==> config.mk <==
export PLATFORM = sky130hd
export DESIGN_NAME = two_port_mux_arbiter_flat
export DESIGN_NICKNAME = d
export VERILOG_FILES = /design/src/rtl/two_port_mux_arbiter_if.sv /design/src/rtl/two_port_mux_arbiter.sv /design/src/flat_wrapper.sv
export SDC_FILE = /design/constraint.sdc
export NUM_CORES = 1
export LEC_CHECK = 0
export BUFFER_PORTS_ARGS = -buffer_cell sky130_fd_sc_hd__buf_2
export CAP_MARGIN = 20
export CORE_MARGIN = 3
export CORE_UTILIZATION = 48
export CTS_CLUSTER_SIZE = 40
export DETAILED_ROUTE_END_ITERATION = 16
export GPL_TIMING_DRIVEN = 1
export PLACE_DENSITY = 0.85
export SYNTH_ARGS = -nofsm -noshare
export SYNTH_HDL_FRONTEND = slang
export SYNTH_HIERARCHICAL = 1
export SYNTH_SLANG_ARGS = --single-unit
==> constraint.sdc <==
create_clock -name clk -period 3.58 [get_ports clk]
set_input_delay 0.716 -clock clk [delete_from_list [all_inputs] [get_ports clk]]
set_output_delay 0.716 -clock clk [all_outputs]
set_load 0.02 [all_outputs]
==> src/rtl/two_port_mux_arbiter_if.sv <==
// Bundle of the producer-side, grant/select and consumer-side signals of the
// two-port mux arbiter. The arbiter uses the slave view; the surrounding
// producers/consumer (or a bench) use the master view.
interface two_port_mux_arbiter_if #(
  parameter int DATA_WIDTH = 8
);
  logic                  req_a;
  logic [DATA_WIDTH-1:0] data_a;
  logic                  last_a;
  logic                  ack_a;
  logic                  req_b;
  logic [DATA_WIDTH-1:0] data_b;
  logic                  last_b;
  logic                  ack_b;
  logic                  grant_a;
  logic                  grant_b;
  logic                  mux_sel;
  logic                  out_valid;
  logic [DATA_WIDTH-1:0] out_data;
  logic                  out_ready;

  modport slave (
    input  req_a, data_a, last_a, req_b, data_b, last_b, out_ready,
    output ack_a, ack_b, grant_a, grant_b, mux_sel, out_valid, out_data
  );

  modport master (
    output req_a, data_a, last_a, req_b, data_b, last_b, out_ready,
    input  ack_a, ack_b, grant_a, grant_b, mux_sel, out_valid, out_data
  );
endinterface

==> src/rtl/two_port_mux_arbiter.sv <==
// Round-robin burst arbiter sharing one 2:1 mux datapath between requesters
// A (port 0) and B (port 1), with a registered valid/ready output slot.

// Plain 2:1 mux; sel=0 picks port 0 (A), sel=1 picks port 1 (B).
module tpma_mux2 #(
  parameter int W = 8
) (
  input  logic             sel,
  input  logic [1:0][W-1:0] din,
  output logic [W-1:0]     dout
);
  assign dout = sel ? din[1] : din[0];
endmodule

// Per-port handshake qualification: accept, burst-ending beat, abandon.
module tpma_port (
  input  logic grant,
  input  logic req,
  input  logic last,
  input  logic slot_free,
  input  logic cnt_hit,
  output logic ack,
  output logic beat_end,
  output logic abandon
);
  assign ack      = grant & req & slot_free;
  assign beat_end = ack & (last | cnt_hit);
  assign abandon  = grant & ~req;
endmodule

module two_port_mux_arbiter #(
  parameter int DATA_WIDTH = 8,
  parameter int BURST_MAX  = 4,
  parameter int CNT_W      = 3
) (
  input logic                     clk,
  input logic                     reset_n,
  two_port_mux_arbiter_if.slave   bus
);
  typedef enum logic [1:0] {IDLE, SERVE_A, SERVE_B} state_t;

  localparam logic [CNT_W-1:0] BURST_LIM = CNT_W'(BURST_MAX);

  state_t                      state, nxt_state;
  logic                        grant_a_q, grant_b_q, sel_q, rr_q;
  logic [CNT_W-1:0]            cnt, cnt_inc;
  logic                        out_valid_q;
  logic [DATA_WIDTH-1:0]       out_data_q, mux_out;

  logic [1:0]                  req, last, gnt, ack, beat_end, abandon;
  logic [1:0][DATA_WIDTH-1:0]  data;
  logic                        slot_free, cnt_hit, accept, burst_end, was_abandon;
  logic                        owner, other;

  assign req  = {bus.req_b,  bus.req_a};
  assign last = {bus.last_b, bus.last_a};
  assign data = {bus.data_b, bus.data_a};
  assign gnt  = {grant_b_q,  grant_a_q};

  assign slot_free = ~out_valid_q | bus.out_ready;
  assign cnt_inc   = cnt + CNT_W'(1);
  assign cnt_hit   = (cnt_inc == BURST_LIM);

  for (genvar p = 0; p < 2; p++) begin : g_port
    tpma_port u_port (
      .grant     (gnt[p]),
      .req       (req[p]),
      .last      (last[p]),
      .slot_free (slot_free),
      .cnt_hit   (cnt_hit),
      .ack       (ack[p]),
      .beat_end  (beat_end[p]),
      .abandon   (abandon[p])
    );
  end

  tpma_mux2 #(.W(DATA_WIDTH)) u_mux (
    .sel  (sel_q),
    .din  (data),
    .dout (mux_out)
  );

  assign accept      = |ack;
  assign was_abandon = |abandon;
  assign burst_end   = |beat_end | was_abandon;
  assign owner       = (state == SERVE_B);
  assign other       = ~owner;

  // Next owner: idle pick by rr on contention; on burst end prefer the other
  // side, fall back to the same side only if it did not abandon.
  always_comb begin
    nxt_state = state;
    case (state)
      IDLE: begin
        if (req[0] && req[1]) nxt_state = rr_q ? SERVE_B : SERVE_A;
        else if (req[0])      nxt_state = SERVE_A;
        else if (req[1])      nxt_state = SERVE_B;
      end
      default: begin
        if (burst_end) begin
          if (req[other])                      nxt_state = other ? SERVE_B : SERVE_A;
          else if (req[owner] && !was_abandon) nxt_state = owner ? SERVE_B : SERVE_A;
          else                                 nxt_state = IDLE;
        end
      end
    endcase
  end

  // FSM with registered grants/select; mux_sel follows the new owner on the
  // same edge so a handoff has no bubble, and holds while idle.
  always_ff @(posedge clk or negedge reset_n) begin
    if (!reset_n) begin
      state     <= IDLE;
      grant_a_q <= 1'b0;
      grant_b_q <= 1'b0;
      sel_q     <= 1'b0;
      rr_q      <= 1'b0;
      cnt       <= '0;
    end else begin
      state     <= nxt_state;
      grant_a_q <= (nxt_state == SERVE_A);
      grant_b_q <= (nxt_state == SERVE_B);
      if (nxt_state == SERVE_B)      sel_q <= 1'b1;
      else if (nxt_state == SERVE_A) sel_q <= 1'b0;
      if (burst_end) begin
        cnt  <= '0;
        rr_q <= other;
      end else if (accept) begin
        cnt  <= cnt_inc;
      end
    end
  end

  // Output slot: load on accept, drop valid when drained with nothing new.
  always_ff @(posedge clk or negedge reset_n) begin
    if (!reset_n) begin
      out_valid_q <= 1'b0;
      out_data_q  <= '0;
    end else if (accept) begin
      out_valid_q <= 1'b1;
      out_data_q  <= mux_out;
    end else if (bus.out_ready) begin
      out_valid_q <= 1'b0;
    end
  end

  assign bus.ack_a     = ack[0];
  assign bus.ack_b     = ack[1];
  assign bus.grant_a   = grant_a_q;
  assign bus.grant_b   = grant_b_q;
  assign bus.mux_sel   = sel_q;
  assign bus.out_valid = out_valid_q;
  assign bus.out_data  = out_data_q;
endmodule

==> src/flat_wrapper.sv <==
// flat-port wrapper written by rule: the top's interface ports become plain ports
module two_port_mux_arbiter_flat 
#(
  parameter int DATA_WIDTH = 8,
  parameter int BURST_MAX  = 4,
  parameter int CNT_W      = 3
)
  (clk, reset_n, bus_req_a, bus_data_a, bus_last_a, bus_req_b, bus_data_b, bus_last_b, bus_out_ready, bus_ack_a, bus_ack_b, bus_grant_a, bus_grant_b, bus_mux_sel, bus_out_valid, bus_out_data);
  two_port_mux_arbiter_if #(.DATA_WIDTH(DATA_WIDTH)) bus_i ();
  input logic clk;
  input logic reset_n;
  input wire logic [$bits(bus_i.req_a)-1:0] bus_req_a;
  input wire logic [$bits(bus_i.data_a)-1:0] bus_data_a;
  input wire logic [$bits(bus_i.last_a)-1:0] bus_last_a;
  input wire logic [$bits(bus_i.req_b)-1:0] bus_req_b;
  input wire logic [$bits(bus_i.data_b)-1:0] bus_data_b;
  input wire logic [$bits(bus_i.last_b)-1:0] bus_last_b;
  input wire logic [$bits(bus_i.out_ready)-1:0] bus_out_ready;
  output wire logic [$bits(bus_i.ack_a)-1:0] bus_ack_a;
  output wire logic [$bits(bus_i.ack_b)-1:0] bus_ack_b;
  output wire logic [$bits(bus_i.grant_a)-1:0] bus_grant_a;
  output wire logic [$bits(bus_i.grant_b)-1:0] bus_grant_b;
  output wire logic [$bits(bus_i.mux_sel)-1:0] bus_mux_sel;
  output wire logic [$bits(bus_i.out_valid)-1:0] bus_out_valid;
  output wire logic [$bits(bus_i.out_data)-1:0] bus_out_data;
  assign bus_i.req_a = bus_req_a;
  assign bus_i.data_a = bus_data_a;
  assign bus_i.last_a = bus_last_a;
  assign bus_i.req_b = bus_req_b;
  assign bus_i.data_b = bus_data_b;
  assign bus_i.last_b = bus_last_b;
  assign bus_i.out_ready = bus_out_ready;
  assign bus_ack_a = bus_i.ack_a;
  assign bus_ack_b = bus_i.ack_b;
  assign bus_grant_a = bus_i.grant_a;
  assign bus_grant_b = bus_i.grant_b;
  assign bus_mux_sel = bus_i.mux_sel;
  assign bus_out_valid = bus_i.out_valid;
  assign bus_out_data = bus_i.out_data;
  two_port_mux_arbiter #(.DATA_WIDTH(DATA_WIDTH), .BURST_MAX(BURST_MAX), .CNT_W(CNT_W)) u_core (.clk(clk), .reset_n(reset_n), .bus(bus_i));
endmodule
* Yosys cells after proc, flatten, opt, wreduce, memory -nomap -nowiden
Cells that the tools add are included.
** Cells by class
- Multiply operators :: 0
- Multiplexer cells :: 21
- Equal/unequal tests :: 4
- $add $sub $neg :: 1
- Magnitude comparators :: 2
- Bitwise operators :: 16
- Reduce and logical (&&, ||, !) cells :: 10
- Div/mod/pow operators :: 0
- Shifts and indexed selects :: 0
** Operator list (count)
- 2-bit two-way mux :: 10
- 1-bit AND :: 8
- 1-bit two-way mux :: 8
- 8-bit two-way mux :: 1
- 3-bit two-way mux :: 2
- 2-bit nonzero test :: 3
- 2-bit OR reduction :: 3
- 2-bit == test (second input constant) :: 2
- 1-bit by 2-bit < comparator with 1-bit output (second input constant) :: 2
- 1-bit inverter :: 4
- 1-bit bitwise OR :: 4
- 3-bit by 1-bit adder with 3-bit output (second input constant) :: 1
- 3-bit == test (second input constant) :: 1
- 2-bit by 1-bit == test with 1-bit output (second input constant) :: 1
- 1-bit logical AND :: 2
- 2-bit zero test :: 1
- 1-bit zero test :: 1
** Storage, ports and cells
- Bits in latches :: 0
- ROM bits :: 0
- Output and inout bits :: 14
- Register bits after elaboration :: 18
- Input bits :: 23
- Bits in writable memories :: 0
- Memories :: 0
- Logic and storage cells :: 62

* Longest topological paths before layout
- Depth in word-level cells :: 12
- Gate-level depth with buffers :: 10
- Depth with buffers taken out :: 9

* Modules after synthesis
The synthesis kept the hierarchy.
** Modules (own cells, without submodules)
- two_port_mux_arbiter :: times used 1, sequential area each 450.4 µm², cells each 65, area an instance 827.0 µm²
- tpma_mux2 :: times used 1, sequential area each 0.0 µm², cells each 9, area an instance 131.4 µm²
- tpma_port :: times used 2, sequential area each 0.0 µm², cells each 3, area an instance 27.5 µm²

* Least setup slack after synthesis
Ideal clock, no wire load.
- Kind :: reg-to-reg
- Start point :: register u_core.cnt[0]
- End point :: register u_core.sel_q (netlist: u_core/bus.mux_sel)
- Required time :: 3.455 ns
- Data arrival time :: 2.752 ns
- Path buffers :: 1
- Stages on the path, launching flop included :: 11
- Path slack :: 0.703 ns
- Setup time :: 0.125 ns
- Period minus slack after synthesis :: 2.877 ns
- Cells stage by stage :: dfrtp_1 -> ha_1 -> xor2_1 -> and2_1 -> o2111a_1 -> or4_4 -> buf_6 -> o2111a_1 -> a31o_1 -> ha_1 -> mux2_2
** On the way
- Word-level cells in the longest chain between the ends :: 10
- Elaborated cells between the ends (all ways) :: 14
- Those cells by class :: add/sub (1); eq/ne (3); mux (3); bitwise (5); reduce/logical (2)
** RTL lines
- start: declaration :: line two_port_mux_arbiter.sv:46 : logic [CNT_W-1:0] cnt, cnt_inc;
- start signal: assignment :: line two_port_mux_arbiter.sv:129 : cnt <= cnt_inc;
- 3-bit by 1-bit adder with 3-bit output (*) :: line two_port_mux_arbiter.sv:61 : assign cnt_inc = cnt + CNT_W'(1);
- 3-bit == test (*) :: line two_port_mux_arbiter.sv:62 : assign cnt_hit = (cnt_inc == BURST_LIM);
- named net u_core.cnt_hit :: line two_port_mux_arbiter.sv:52 : logic slot_free, cnt_hit, accept, burst_end, was_abandon;
- 1-bit bitwise OR (*) :: line two_port_mux_arbiter.sv:27 : assign beat_end = ack & (last | cnt_hit);
- 1-bit AND (*) :: line two_port_mux_arbiter.sv:27
- named net u_core.beat_end[1] :: line two_port_mux_arbiter.sv:50 : logic [1:0] req, last, gnt, ack, beat_end, abandon;
- 2-bit OR reduction (*) :: line two_port_mux_arbiter.sv:85 : assign burst_end = |beat_end | was_abandon;
- 1-bit bitwise OR (*) :: line two_port_mux_arbiter.sv:85
- 2-bit two-way mux (*) :: line two_port_mux_arbiter.sv:100 : if (burst_end) begin
- 2-bit two-way mux (*) :: line two_port_mux_arbiter.sv:93 : case (state)
- 2-bit == test / 2-bit by 1-bit == test with 1-bit output (equally long branches) :: line two_port_mux_arbiter.sv:123, two_port_mux_arbiter.sv:124
- 1-bit two-way mux / 2-bit nonzero test (equally long branches)
- end signal: assignment :: line two_port_mux_arbiter.sv:116 : sel_q <= 1'b0;
- end signal: assignment :: line two_port_mux_arbiter.sv:123 : if (nxt_state == SERVE_B) sel_q <= 1'b1;
- end signal: assignment :: line two_port_mux_arbiter.sv:124 : else if (nxt_state == SERVE_A) sel_q <= 1'b0;
- end: declaration :: line two_port_mux_arbiter.sv:45 : logic grant_a_q, grant_b_q, sel_q, rr_q;
The timed path passes the listed nets; every way through them passes the cells marked *.
A chain may end at the register's enable or synchronous reset.

* Worst setup path in the final report
Ends and elaborated chain as after synthesis.

==> flow_metrics.py <==
metrics = {
    "floorplanning": {
        "start_util_pct": 54.5,
        "row_count": 15,
        "die_area_sq_um": 2700,
        "core_area_sq_um": 1860,
        "die_w_microns": 52.0,
        "die_height_microns": 52.0,
        "ios": 37,
    },
    "yosys": {
        "avgSynthCellArea_sq_um": 12.7,
        "ys_warn_count": 6,
        "ys.flop_type": "dfrtp_1",
        "synth-async-reset-ratio_pct": 100,
        "synth.most_common_cell": "dfrtp_1",
        "syn_nets": 107,
        "ys_seq_area_share_pct": 44.4,
        "ys_top_cells_by_count": "dfrtp_1, mux2_2, mux2_4",
        "syn_inst": 80,
        "synth_top_area_share_pct": 44.4,
        "synth_top_area_cell": "dfrtp_1",
        "synthTopCellsByArea": "dfrtp_1, mux2_4, mux2_2",
        "synth_edf_count": 0,
        "syn_area_sq_um": 1010,
        "ys_ff_latch": 18,
        "yosysUniqueCellTypes": 28,
    },
    "setup_path": {
        "crit_arrival_ns": 3.12,
        "cp_slowest_cell": "or4_4",
        "r2r_setup_slack_ns": 0.65,
        "cp_max_fo": 8,
        "rr_worst_depth": 9,
        "worstSetupPathType": "flip-flop to flip-flop",
        "crit_family": "compound AO/OA/AOI/OAI gates",
        "critPathLaunchType": "flip-flop",
        "crit_buf_inv": 0,
        "reg2reg_from": "u_core/cnt[0]",
        "timing.rr.end": "u_core/bus.mux_sel",
        "slowest_delay_ns": 0.55,
        "endpoint_kind": "flip-flop",
        "cp.required_ns": 3.77,
        "critical_path.cell_chain": "ha_1, xor2_1, and2_1, o2111a_1, or4_4, o2111a_1, a31o_1, ha_1, mux2_2",
    },
    "placement": {
        "io_buffers": 36,
        "hpwlAfterDp_microns": 1630,
        "dp.cells": 138,
        "place_congestion": 0.892,
    },
    "global_route": {
        "grt_pass1_wl_microns": 3510,
        "grt_pass1_vias": 817,
        "grt_start_max_net_pins": 19,
        "gr-total-overflow": 0,
        "antenna_found_initial": 0,
        "grtUsageTotal_pct": 17.5,
    },
    "timing": {
        "rsz0062_at_grt": "no",
        "final_hold_viol_count": 0,
        "max_slew.worst_pin.slew_ns": 0.851,
        "max_slew_margin_pct": 43.1,
        "tns_ns": 0,
        "drv_slew": 0,
        "setup_viol": 0,
        "fin_crit_ns": 2.93,
        "fin_crit_sh_pct": 81.8,
        "fmax_mhz": 341,
        "fin_skew_ns": 0.00700,
    },
    "detailed_routing": {
        "drc_errors": 0,
        "drtIter0Drc": 16,
        "antenna_left": 0,
        "vias": 783,
        "wl_per_cell_microns": 14.3,
        "viasPerCell": 5.51,
        "firstDrtPassIters": 4,
        "routed_wl_microns": 2030,
    },
    "clocking": {
        "tritoncts": "yes",
        "cts.sinks": 18,
        "clk_latency_ns": 0.29,
        "cts_hold_buf": 0,
        "cts_buffers": 3,
        "h-tree-depth": 1,
        "cts_setup_buffers": 0,
        "cts_resized": 0,
        "cts_root_buf": "clkbuf_4",
        "path_clk_slew_ns": 0.10,
        "cts_buffer_depth": 2,
    },
    "finish": {
        "antenna_cells": 0,
        "stdcell_count": 142,
        "final_layout_size_suffix_gt1_share_pct": 53.8,
        "layout.nets": 145,
        "syn_to_final_growth_pct": 21.9,
    },
    "power_and_ir_drop": {
        "ir_drop_v": 0.000452,
        "finalPower_mw": 1.01,
        "power_density_nw_per_um2": 819,
        "p_leak_nw": 0.641,
    },
    "min_path": {
        "min_path_type": "input pin to async pin",
    },
    "status": {
        "status": "complete, no violations",
    },
    "job": {
        "maxCapViolCount": 0,
    },
}
==> cell usage in the layout (no fill, tap or decap), drive strengths merged <==
master and instances:
buf 36, dfrtp 18, mux2 17, nor2 5, ha 4, clkbuf 4, inv 3, o2111a 3
xor2 3, and3 3, a31o 2, a31oi 2, nand2 2, o21ai 2, and2b 2, or4 1
o41ai 1, nor2b 1, nor3 1, a221o 1, o2bb2ai 1, nand3b 1, a221oi 1, and2 1
nand2b 1, a21oi 1
==> registers in the layout (all words and copies together) (netlist names) <==
register and flops:
u_core/bus.out_data 8, u_core/bus.mux_sel 1, u_core/rr_q 1, u_core/cnt 3, u_core/bus.grant_a 1, u_core/state 2
u_core/bus.out_valid 1, u_core/bus.grant_b 1
==> worst register-to-register path: stages (launching register included) <==
cell      delay (ns)
dfrtp_1         0.43
ha_1            0.24
xor2_1          0.14
and2_1          0.16
o2111a_1        0.26
or4_4           0.55
o2111a_1        0.28
a31o_1          0.19
ha_1            0.27
mux2_2          0.32
==> per-stage QoR <==
step	instance area [sq um]	hold slack [ns]	setup slack, ns	util [%]
6_report	1230	0.331	0.650	66.5
3_5_place_dp	1200	0.492	0.660	64.5
5_1_grt	1230	0.340	0.533	66.5
3_3_place_gp	1200	0.485	0.710	64.5
4_1_cts	1230	0.339	0.649	66.5
2_1_floorplan	1010	0.420	0.703	-
==> power breakdown <==
part	switching (mW)	total (mW)	internal, mW
Sequential	0.0845	0.383	0.298
Combinational	0.255	0.505	0.251
Clock	0.0620	0.124	0.0620
==> routing by layer <==
metal  up-vias  wire [microns]  track usage (%)
met1       385             801             20.0
met4         0              36             8.30
met5         -               0                0
li1        366               -                -
met2        28            1070             31.4
met3         4             121             2.58
==> kinds of logic (layout without fill, tap and decap cells) <==
kind of cell | after synthesis | count (layout) | share of synthesized area, %
muxes | 17 | 17 | 21.9
DFF | 18 | 18 | 44.4
AOI/OAI and AO/OA | 14 | 14 | 11.4
xor gates and xnor gates | 3 | 3 | 2.59
and+or+nand+nor | 18 | 18 | 11.1
buffers and inverters | 6 | 43 | 3.70
adders and majority gates | 4 | 4 | 4.94
==> final cells by class <==
cell class                      instances  area (sq um)
Tap cell                               25          31.3
Sequential cell                        18           450
Fill cell                             156           623
Inverter                                3          11.3
Multi-Input combinational cell         56           526
Clock buffer                            4          36.3
Timing Repair Buffer                   36           180
==> worst max-delay path by stage <==
stage,startpoint,end,slack (ns),cells after the start
6_report,u_core/cnt[0],u_core/bus.mux_sel,0.65,9
4_1_cts,u_core/cnt[0],u_core/bus.mux_sel,0.65,9
5_1_grt,u_core/cnt[0],u_core/bus.mux_sel,0.53,9
3_5_place_dp,u_core/cnt[0],u_core/bus.mux_sel,0.66,9
2_1_floorplan,u_core/cnt[0],u_core/bus.mux_sel,0.70,10
3_3_place_gp,u_core/cnt[0],u_core/bus.mux_sel,0.71,9
Power figures use the tool's default switching activity.
